**src/rtl/fft_spi_pkg.sv**
```systemverilog
// Shared definitions for the FFT SPI stream output stage: FSM encoding,
// CRC-8 constants and a frame-length helper.
package fft_spi_pkg;

   typedef enum logic [2:0] {
      IDLE     = 3'd0,
      CS_SETUP = 3'd1,
      SHIFT    = 3'd2,
      GAP      = 3'd3,
      CS_HOLD  = 3'd4,
      DONE     = 3'd5
   } state_t;

   localparam logic [7:0] CRC8_POLY         = 8'h07;
   localparam logic [7:0] SYNC_WORD_DEFAULT = 8'hA5;

   // One MSB-first CRC-8 step for a single data bit.
   function automatic logic [7:0] crc8_bit(input logic [7:0] crc, input logic b);
      return {crc[6:0], 1'b0} ^ (((crc[7] ^ b) == 1'b1) ? CRC8_POLY : 8'h00);
   endfunction

   // Clock cycles that cs stays low for a frame of the given number of words.
   function automatic int frame_cycles(input int words, input int w, input int gap,
                                       input int cphb);
      return (2 + words * 2 * w + (words - 1) * gap) * cphb;
   endfunction

endpackage

```
**src/rtl/fft_spi_stream_out_tx.sv**
```systemverilog
// One-word SPI transmitter: half-bit timer, SCLK generator and MSB-first
// shift register. The sequencer in the top module decides what to load.
module spi_word_tx
   import fft_spi_pkg::*;
#(
   parameter int W                 = 8,
   parameter int CPOL              = 0,
   parameter int CPHA              = 0,
   parameter int CLKS_PER_HALF_BIT = 2
) (
   input  logic         clk,
   input  logic         rst_l,
   input  logic         en,
   input  logic         shift_en,
   input  logic         load,
   input  logic [W-1:0] word,
   output logic         half_tick,
   output logic         word_done,
   output logic         sclk,
   output logic         mosi
);

   localparam int HBW = $clog2(CLKS_PER_HALF_BIT);
   localparam int EW  = $clog2(2 * W);
   localparam logic [HBW-1:0] HB_LAST = HBW'(CLKS_PER_HALF_BIT - 1);
   localparam logic [EW-1:0]  E_LAST  = EW'(2 * W - 1);

   logic [HBW-1:0] hb_q, hb_d;
   logic [EW-1:0]  edge_q, edge_d;
   logic [W-1:0]   sr_q, sr_d;
   logic           sclk_q, sclk_d;
   logic           shift_now;

   always_comb begin
      half_tick = en && (hb_q == HB_LAST);
      hb_d      = (!en || half_tick) ? '0 : hb_q + 1'b1;
      word_done = shift_en && half_tick && (edge_q == E_LAST);
      // edge_q is the index of the edge about to happen minus one: CPHA=0
      // shifts on trailing edges except the last, CPHA=1 on leading edges except the first.
      shift_now = (CPHA != 0) ? (!edge_q[0] && (edge_q != '0))
                              : (edge_q[0] && (edge_q != E_LAST));
      sclk_d = sclk_q;
      edge_d = edge_q;
      sr_d   = sr_q;
      if (shift_en && half_tick) begin
         sclk_d = ~sclk_q;
         edge_d = edge_q + 1'b1;
         if (shift_now) sr_d = {sr_q[W-2:0], 1'b0};
      end
      if (load) begin
         sr_d   = word;
         edge_d = '0;
      end
   end

   always_ff @(posedge clk or negedge rst_l) begin
      if (!rst_l) begin
         hb_q   <= '0;
         edge_q <= '0;
         sr_q   <= '0;
         sclk_q <= 1'(CPOL);
      end else begin
         hb_q   <= hb_d;
         edge_q <= edge_d;
         sr_q   <= sr_d;
         sclk_q <= sclk_d;
      end
   end

   assign sclk = sclk_q;
   assign mosi = sr_q[W-1];

endmodule

```
**src/rtl/fft_spi_stream_out.sv**
```systemverilog
// FFT result streamer: snapshots the result bus and sends sync, data (and,
// with FFT_SPI_CRC8_EN defined, a CRC-8 word) in one chip-select frame.
module fft_spi_stream_out
   import fft_spi_pkg::*;
#(
   parameter int         N                 = 16,
   parameter int         W                 = 8,
   parameter int         CPOL              = 0,
   parameter int         CPHA              = 0,
   parameter int         CLKS_PER_HALF_BIT = 2,
   parameter int         GAP_HALF_BITS     = 2,
   parameter logic [7:0] SYNC_WORD         = SYNC_WORD_DEFAULT
) (
   input  logic             clk,
   input  logic             rst_l,
   input  logic [N*2*W-1:0] data_bus,
   input  logic             start_spi,
   input  logic             half_only,
   output logic             busy,
   output logic             done,
   output logic             sclk,
   output logic             mosi,
   output logic             cs,
   output logic [2:0]       state_dbg
);

   localparam int WCW = $clog2(2 * N + 2);
   localparam int GW  = (GAP_HALF_BITS > 1) ? $clog2(GAP_HALF_BITS) : 1;
   localparam logic [GW-1:0] GAP_LAST = GW'(GAP_HALF_BITS - 1);
`ifdef FFT_SPI_CRC8_EN
   localparam int CRC_WORDS = 1;
`else
   localparam int CRC_WORDS = 0;
`endif

   state_t           state_q, state_d;
   logic [N*2*W-1:0] snap_q, snap_d;
   logic             half_q, half_d;
   logic [WCW-1:0]   wc_q, wc_d;
   logic [GW-1:0]    gap_q, gap_d;
   logic [WCW-1:0]   elems, last_idx;
   logic             cs_low, load, half_tick, word_done, tx_mosi;
   logic [W-1:0]     load_word;

`ifdef FFT_SPI_CRC8_EN
   logic [7:0] crc_q, crc_d;

   function automatic logic [7:0] crc8_word(input logic [7:0] crc_in, input logic [W-1:0] w_in);
      logic [7:0] c;
      c = crc_in;
      for (int i = W - 1; i >= 0; i--) c = crc8_bit(c, w_in[i]);
      return c;
   endfunction
`endif

   assign elems    = half_q ? WCW'(N) : WCW'(2 * N);
   assign last_idx = elems + WCW'(CRC_WORDS);
   assign cs_low   = (state_q == CS_SETUP) || (state_q == SHIFT) ||
                     (state_q == GAP) || (state_q == CS_HOLD);

   always_comb begin
      state_d   = state_q;
      snap_d    = snap_q;
      half_d    = half_q;
      wc_d      = wc_q;
      gap_d     = gap_q;
      load      = 1'b0;
      load_word = '0;
`ifdef FFT_SPI_CRC8_EN
      crc_d     = crc_q;
`endif
      case (state_q)
         IDLE: begin
            if (start_spi) begin
               snap_d    = data_bus;
               half_d    = half_only;
               wc_d      = '0;
               gap_d     = '0;
               load      = 1'b1;
               load_word = W'(SYNC_WORD);
`ifdef FFT_SPI_CRC8_EN
               crc_d     = '0;
`endif
               state_d   = CS_SETUP;
            end
         end
         CS_SETUP: if (half_tick) state_d = SHIFT;
         SHIFT: begin
            // The next word is loaded as the current one ends so that it is
            // already on mosi during the gap (or the next CPHA=0 half-bit).
            if (word_done) begin
               if (wc_q == last_idx) begin
                  state_d = CS_HOLD;
               end else begin
                  wc_d  = wc_q + 1'b1;
                  gap_d = '0;
                  load  = 1'b1;
                  if (wc_q < elems) begin
                     load_word = snap_q[W-1:0];
                     snap_d    = snap_q >> W;
`ifdef FFT_SPI_CRC8_EN
                     crc_d     = crc8_word(crc_q, snap_q[W-1:0]);
                  end else begin
                     load_word = W'(crc_q);
`endif
                  end
                  state_d = (GAP_HALF_BITS > 0) ? GAP : SHIFT;
               end
            end
         end
         GAP: begin
            if (half_tick) begin
               if (gap_q == GAP_LAST) state_d = SHIFT;
               else                   gap_d   = gap_q + 1'b1;
            end
         end
         CS_HOLD: if (half_tick) state_d = DONE;
         DONE:     state_d = IDLE;
         default:  state_d = IDLE;
      endcase
   end

   always_ff @(posedge clk or negedge rst_l) begin
      if (!rst_l) begin
         state_q <= IDLE;
         snap_q  <= '0;
         half_q  <= 1'b0;
         wc_q    <= '0;
         gap_q   <= '0;
      end else begin
         state_q <= state_d;
         snap_q  <= snap_d;
         half_q  <= half_d;
         wc_q    <= wc_d;
         gap_q   <= gap_d;
      end
   end

`ifdef FFT_SPI_CRC8_EN
   always_ff @(posedge clk or negedge rst_l) begin
      if (!rst_l) crc_q <= '0;
      else        crc_q <= crc_d;
   end
`endif

   spi_word_tx #(
      .W                 (W),
      .CPOL              (CPOL),
      .CPHA              (CPHA),
      .CLKS_PER_HALF_BIT (CLKS_PER_HALF_BIT)
   ) u_tx (
      .clk       (clk),
      .rst_l     (rst_l),
      .en        (cs_low),
      .shift_en  (state_q == SHIFT),
      .load      (load),
      .word      (load_word),
      .half_tick (half_tick),
      .word_done (word_done),
      .sclk      (sclk),
      .mosi      (tx_mosi)
   );

   assign cs        = ~cs_low;
   assign busy      = cs_low;
   assign done      = (state_q == DONE);
   assign mosi      = cs_low & tx_mosi;
   assign state_dbg = state_q;

endmodule

```
**config.mk**
```make
export PLATFORM = sky130hd
export DESIGN_NAME = fft_spi_stream_out
export DESIGN_NICKNAME = d
export VERILOG_FILES = /design/src/rtl/fft_spi_pkg.sv /design/src/rtl/fft_spi_stream_out_tx.sv /design/src/rtl/fft_spi_stream_out.sv
export SDC_FILE = /design/constraint.sdc
export NUM_CORES = 1
export LEC_CHECK = 0
export ABC_AREA = 1
export CAP_MARGIN = 20
export CORE_ASPECT_RATIO = 0.7
export CORE_MARGIN = 2
export CORE_UTILIZATION = 25
export CTS_CLUSTER_DIAMETER = 150
export CTS_CLUSTER_SIZE = 40
export DETAILED_ROUTE_END_ITERATION = 12
export HOLD_SLACK_MARGIN = 0.12
export SLEW_MARGIN = 15
export SYNTH_ARGS = -nofsm -noshare
export SYNTH_HDL_FRONTEND = slang
export SYNTH_SLANG_ARGS = --single-unit
```
**constraint.sdc**
```tcl
create_clock -name clk -period 2.8 [get_ports clk]
set_input_delay 0.7 -clock clk [delete_from_list [all_inputs] [get_ports clk]]
set_output_delay 0.7 -clock clk [all_outputs]
set_load 0.02 [all_outputs]
```
==> metrics.txt <==
# TYPE chip_impl_metric gauge
chip_impl_metric{name="slew_viol_final",unit=""} 0
chip_impl_metric{name="detailedPlace.worstSlack",unit="ns"} 0.313
chip_impl_metric{name="final.setup.tns",unit="ns"} 0
chip_impl_metric{name="tritoncts_num_sinks",unit=""} 281
chip_impl_metric{name="synth_cell_type_count",unit=""} 26
chip_impl_metric{name="syn_nets",unit=""} 2384
chip_impl_metric{name="cts_max_level",unit=""} 1
chip_impl_metric{name="final_min_period_over_clock_period",unit=""} 0.940
chip_impl_info{name="cts_tree",value="built"} 1
chip_impl_metric{name="first_global_vias",unit=""} 12900
chip_impl_metric{name="routed-via-count",unit=""} 13400
chip_impl_info{name="crit_path_end_kind",value="output pin"} 1
chip_impl_metric{name="dpl-instance-area",unit="µm²"} 18000
chip_impl_metric{name="numCtsBuffers",unit=""} 11
chip_impl_metric{name="post-route-util",unit=""} 0.315
chip_impl_metric{name="finalInstanceArea",unit="µm²"} 18400
chip_impl_info{name="synthTopCellsByCount",value="sky130_fd_sc_hd__nand2_1 (1328), sky130_fd_sc_hd__dfrtp_1 (281), sky130_fd_sc_hd__nand3_1 (266)"} 1
chip_impl_info{name="post-synth-top-count-cell",value="sky130_fd_sc_hd__nand2_1"} 1
chip_impl_metric{name="power-per-cell-area",unit="nW/µm²"} 1110
chip_impl_metric{name="synthesis.area",unit="µm²"} 14700
chip_impl_metric{name="nNetsFinal",unit=""} 2563
chip_impl_metric{name="holdWs",unit="ns"} 0.478
chip_impl_metric{name="critical_path_buf_inv_count",unit=""} 2
chip_impl_metric{name="postSynthAreaPerCell",unit="µm²"} 6.95
chip_impl_metric{name="floorplan_die_height",unit="µm"} 207
chip_impl_metric{name="final_antenna_net_count",unit=""} 0
chip_impl_metric{name="dp.cells",unit=""} 3044
chip_impl_metric{name="final_hold_viol_count",unit=""} 0
chip_impl_metric{name="antenna_found_initial",unit=""} 4
chip_impl_metric{name="final-instance-count-excl-fill",unit=""} 3062
chip_impl_metric{name="finalWorstPathRequiredPeriod",unit="ns"} 2.63
chip_impl_metric{name="area_growth_from_synthesis_to_layout",unit="%"} 24.7
chip_impl_metric{name="count_of_filler_cells_inserted_in_the_layout",unit=""} 6406
chip_impl_info{name="outcome",value="complete, no violations"} 1
chip_impl_metric{name="placer_congestion",unit=""} 0.823
chip_impl_metric{name="worst_clock_skew",unit="ns"} 0.0295
chip_impl_metric{name="cts.path.max_buffers",unit=""} 3
chip_impl_metric{name="required",unit="ns"} 2.10
chip_impl_metric{name="cts.clk_slew.worst_paths",unit="ns"} 0.16
chip_impl_metric{name="number_of_endpoints_failing_setup_at_the_final_stage",unit=""} 0
chip_impl_metric{name="netlist_instances",unit=""} 2119
chip_impl_metric{name="critical-path-max-stage-delay",unit="ns"} 0.46
chip_impl_info{name="critPathSlowestCell",value="sky130_fd_sc_hd__dfrtp_1"} 1
chip_impl_metric{name="chipWidth",unit="µm"} 294
chip_impl_metric{name="power",unit="mW"} 20.4
chip_impl_metric{name="port_buffers",unit=""} 267
chip_impl_metric{name="grt_util_all_layers",unit=""} 0.150
chip_impl_metric{name="cap_violations",unit=""} 0
chip_impl_metric{name="final_critical_path_setup_slack",unit="ns"} 0.168
chip_impl_metric{name="routedWlPerCell",unit="µm"} 15.2
chip_impl_info{name="critical_path_start_end_classification",value="flip-flop to output pin"} 1
chip_impl_metric{name="dieArea",unit="µm²"} 60900
chip_impl_metric{name="synth-seq-area-share",unit=""} 0.477
chip_impl_info{name="clock_tree.root_cell",value="sky130_fd_sc_hd__clkbuf_16"} 1
chip_impl_metric{name="synth_async_sr_flop_share",unit=""} 1.00
chip_impl_info{name="ys_top_cells_by_area",value="sky130_fd_sc_hd__dfrtp_1 (48%), sky130_fd_sc_hd__nand2_1 (34%), sky130_fd_sc_hd__nand3_1 (9.0%), sky130_fd_sc_hd__buf_2 (2.0%), sky130_fd_sc_hd__buf_6 (1.8%)"} 1
chip_impl_info{name="rsz0062_at_grt",value="false"} 1
chip_impl_info{name="cp_top_family",value="buffers and inverters"} 1
chip_impl_info{name="worstSetupStartpointType",value="flip-flop"} 1
chip_impl_metric{name="detailedPlacementHpwl",unit="µm"} 31200
chip_impl_metric{name="worst_ir_drop_vdd",unit="mV"} 0.853
chip_impl_metric{name="grt_max_degree",unit=""} 123
chip_impl_metric{name="r2r_setup_slack",unit="ns"} 0.27
chip_impl_metric{name="worstPathArrival",unit="ns"} 1.93
chip_impl_metric{name="core-area",unit="µm²"} 58300
chip_impl_metric{name="route.detailed.vias_per_inst",unit=""} 4.38
chip_impl_metric{name="design.portCount",unit=""} 268
chip_impl_info{name="dominantRegCellSynth",value="sky130_fd_sc_hd__dfrtp_1"} 1
chip_impl_metric{name="cp_max_fanout",unit=""} 5
chip_impl_metric{name="slew_headroom",unit=""} 0.576
chip_impl_info{name="crit_chain",value="nor2_1 -> buf_4 -> nand2_1 -> o21ai_2 -> nor2_1 -> dlygate4sd2_1"} 1
chip_impl_metric{name="floorplan.initialDensity",unit=""} 0.253
chip_impl_metric{name="timing.fmax",unit="GHz"} 0.380
chip_impl_metric{name="drtPass1Iterations",unit=""} 5
chip_impl_metric{name="yosysTopAreaCellShare",unit=""} 0.477
chip_impl_metric{name="synth_warnings",unit=""} 0
chip_impl_metric{name="drt_iter0_drc",unit=""} 1403
chip_impl_metric{name="worst_skew_pair.late_latency",unit="ns"} 0.52
chip_impl_metric{name="grt_first_pass_wirelength",unit="µm"} 74100
chip_impl_metric{name="drc",unit=""} 0
chip_impl_metric{name="cellLeakagePower",unit="nW"} 9.75
chip_impl_info{name="cell_taking_the_most_area_after_synthesis",value="sky130_fd_sc_hd__dfrtp_1"} 1
chip_impl_metric{name="synth_seq_cells",unit=""} 281
chip_impl_metric{name="totalWireLength",unit="µm"} 46500
chip_impl_metric{name="rows",unit=""} 74
chip_impl_metric{name="gr-total-overflow",unit=""} 0
chip_impl_metric{name="timing_worst_slew_pin_value",unit="ns"} 0.636
chip_impl_info{name="worst_hold_path_type",value="flip-flop to flip-flop"} 1
chip_impl_metric{name="layout-drive-gt1-share",unit=""} 0.0291
chip_impl_info{name="cpMostUsedCell",value="sky130_fd_sc_hd__nor2_1"} 1
chip_impl_metric{name="number_of_synthesized_flops_with_an_enable_pin",unit=""} 0
## layout make-up
class / count / area (µm²) / share of cell area
Antenna cell: 3 / 7.51 / 0.000409
Clock buffer: 11 / 275 / 0.0150
Clock inverter: 3 / 45.0 / 0.00245
Inverter: 29 / 109 / 0.00593
Multi-Input combinational cell: 1669 / 6790 / 0.370
Sequential cell: 281 / 7030 / 0.383
Tap cell: 760 / 951 / 0.0518
Timing Repair Buffer: 306 / 3160 / 0.172
## power breakdown
part | total, mW | switching (mW) | internal, mW
registers | 7.04 | 1.03 | 6.02
clock network | 2.19 | 1.43 | 0.760
logic | 11.1 | 7.52 | 3.60
total | 20.4 | 9.98 | 10.4
## flip-flops by register name, summed over array words and instances (netlist names)
register / count
snap_q: 256
u_tx.sr_q: 8
wc_q: 6
u_tx.edge_q: 4
state_dbg: 3
gap_q: 1
half_q: 1
u_tx.hb_q: 1
u_tx.sclk: 1
## what timing repair did
| item | CTS | global route |
|---|---|---|
| resized for setup | 6 | 0 |
| buffers inserted | 0 | 0 |
| setup endpoints to repair | 4 | 0 |
| hold buffers | 1 | 0 |
| endpoints found under the hold margin | 39 | 0 |
## routing by layer
metal,up-vias,wire length (µm),track usage
met1,6215,23200,0.229
met4,2,523,0.0252
met5,-,13,0
met2,272,20800,0.228
met3,27,1920,0.0170
li1,6885,-,-
## worst reg2reg max path, delay by kind of cell, from the launching register on
| kind | cells | cell delay, ns |
|---|---|---|
| buf+inv | 3 | 0.93 |
| simple gates | 8 | 1.09 |
| flops | 1 | 0.45 |
## path summary, 6_finish.rpt
path,start,endpoint,cells after the start
min in group asynchronous,rst_l,snap_q[200]$_DFFE_PN0P_,2
max in group asynchronous,rst_l,wc_q[3]$_DFFE_PN0P_,3
worst min-delay path,u_tx.sclk$_DFFE_PN0P_,u_tx.sclk$_DFFE_PN0P_,1
worst max-delay path,state_dbg[1]$_DFFE_PN0P_,mosi,6
worst min register to register,u_tx.sclk$_DFFE_PN0P_,u_tx.sclk$_DFFE_PN0P_,1
worst max register to register,state_dbg[2]$_DFFE_PN0P_,snap_q[42]$_DFFE_PN0P_,11
## kinds of logic (layout without fill, tap and decap cells)
logic type | after synthesis | after routing | synth area share
flip-flops | 281 | 281 | 0.477
other | 0 | 3 | 0
buffers and inverters | 169 | 349 | 0.0640
AO/OA/AOI/OAI | 19 | 19 | 0.00722
adder cells (fa/ha/maj) | 5 | 5 | 0.00425
XOR/XNOR | 5 | 5 | 0.00297
AND/OR/NAND/NOR | 1640 | 1640 | 0.444
## placed cells by master, fill, tap and decap left out, types with 2 or more instances in the layout
master,synthesis,final
sky130_fd_sc_hd__a21oi_1,6,6
sky130_fd_sc_hd__buf_12,0,15
sky130_fd_sc_hd__buf_4,17,23
sky130_fd_sc_hd__clkbuf_16,0,11
sky130_fd_sc_hd__clkdlybuf4s50_1,0,262
sky130_fd_sc_hd__dfrtp_1,281,281
sky130_fd_sc_hd__diode_2,0,3
sky130_fd_sc_hd__dlygate4sd2_1,0,4
sky130_fd_sc_hd__ha_1,5,5
sky130_fd_sc_hd__inv_1,27,27
sky130_fd_sc_hd__inv_2,2,2
sky130_fd_sc_hd__nand2_1,1328,1328
sky130_fd_sc_hd__nand2_8,0,2
sky130_fd_sc_hd__nand3_1,266,266
sky130_fd_sc_hd__nand4_1,5,5
sky130_fd_sc_hd__nor2_1,31,31
sky130_fd_sc_hd__nor2_4,2,2
sky130_fd_sc_hd__o21ai_0,9,8
sky130_fd_sc_hd__o21ai_2,2,3
sky130_fd_sc_hd__xor2_1,4,4
Note: power is estimated with default switching activity, not from simulation.
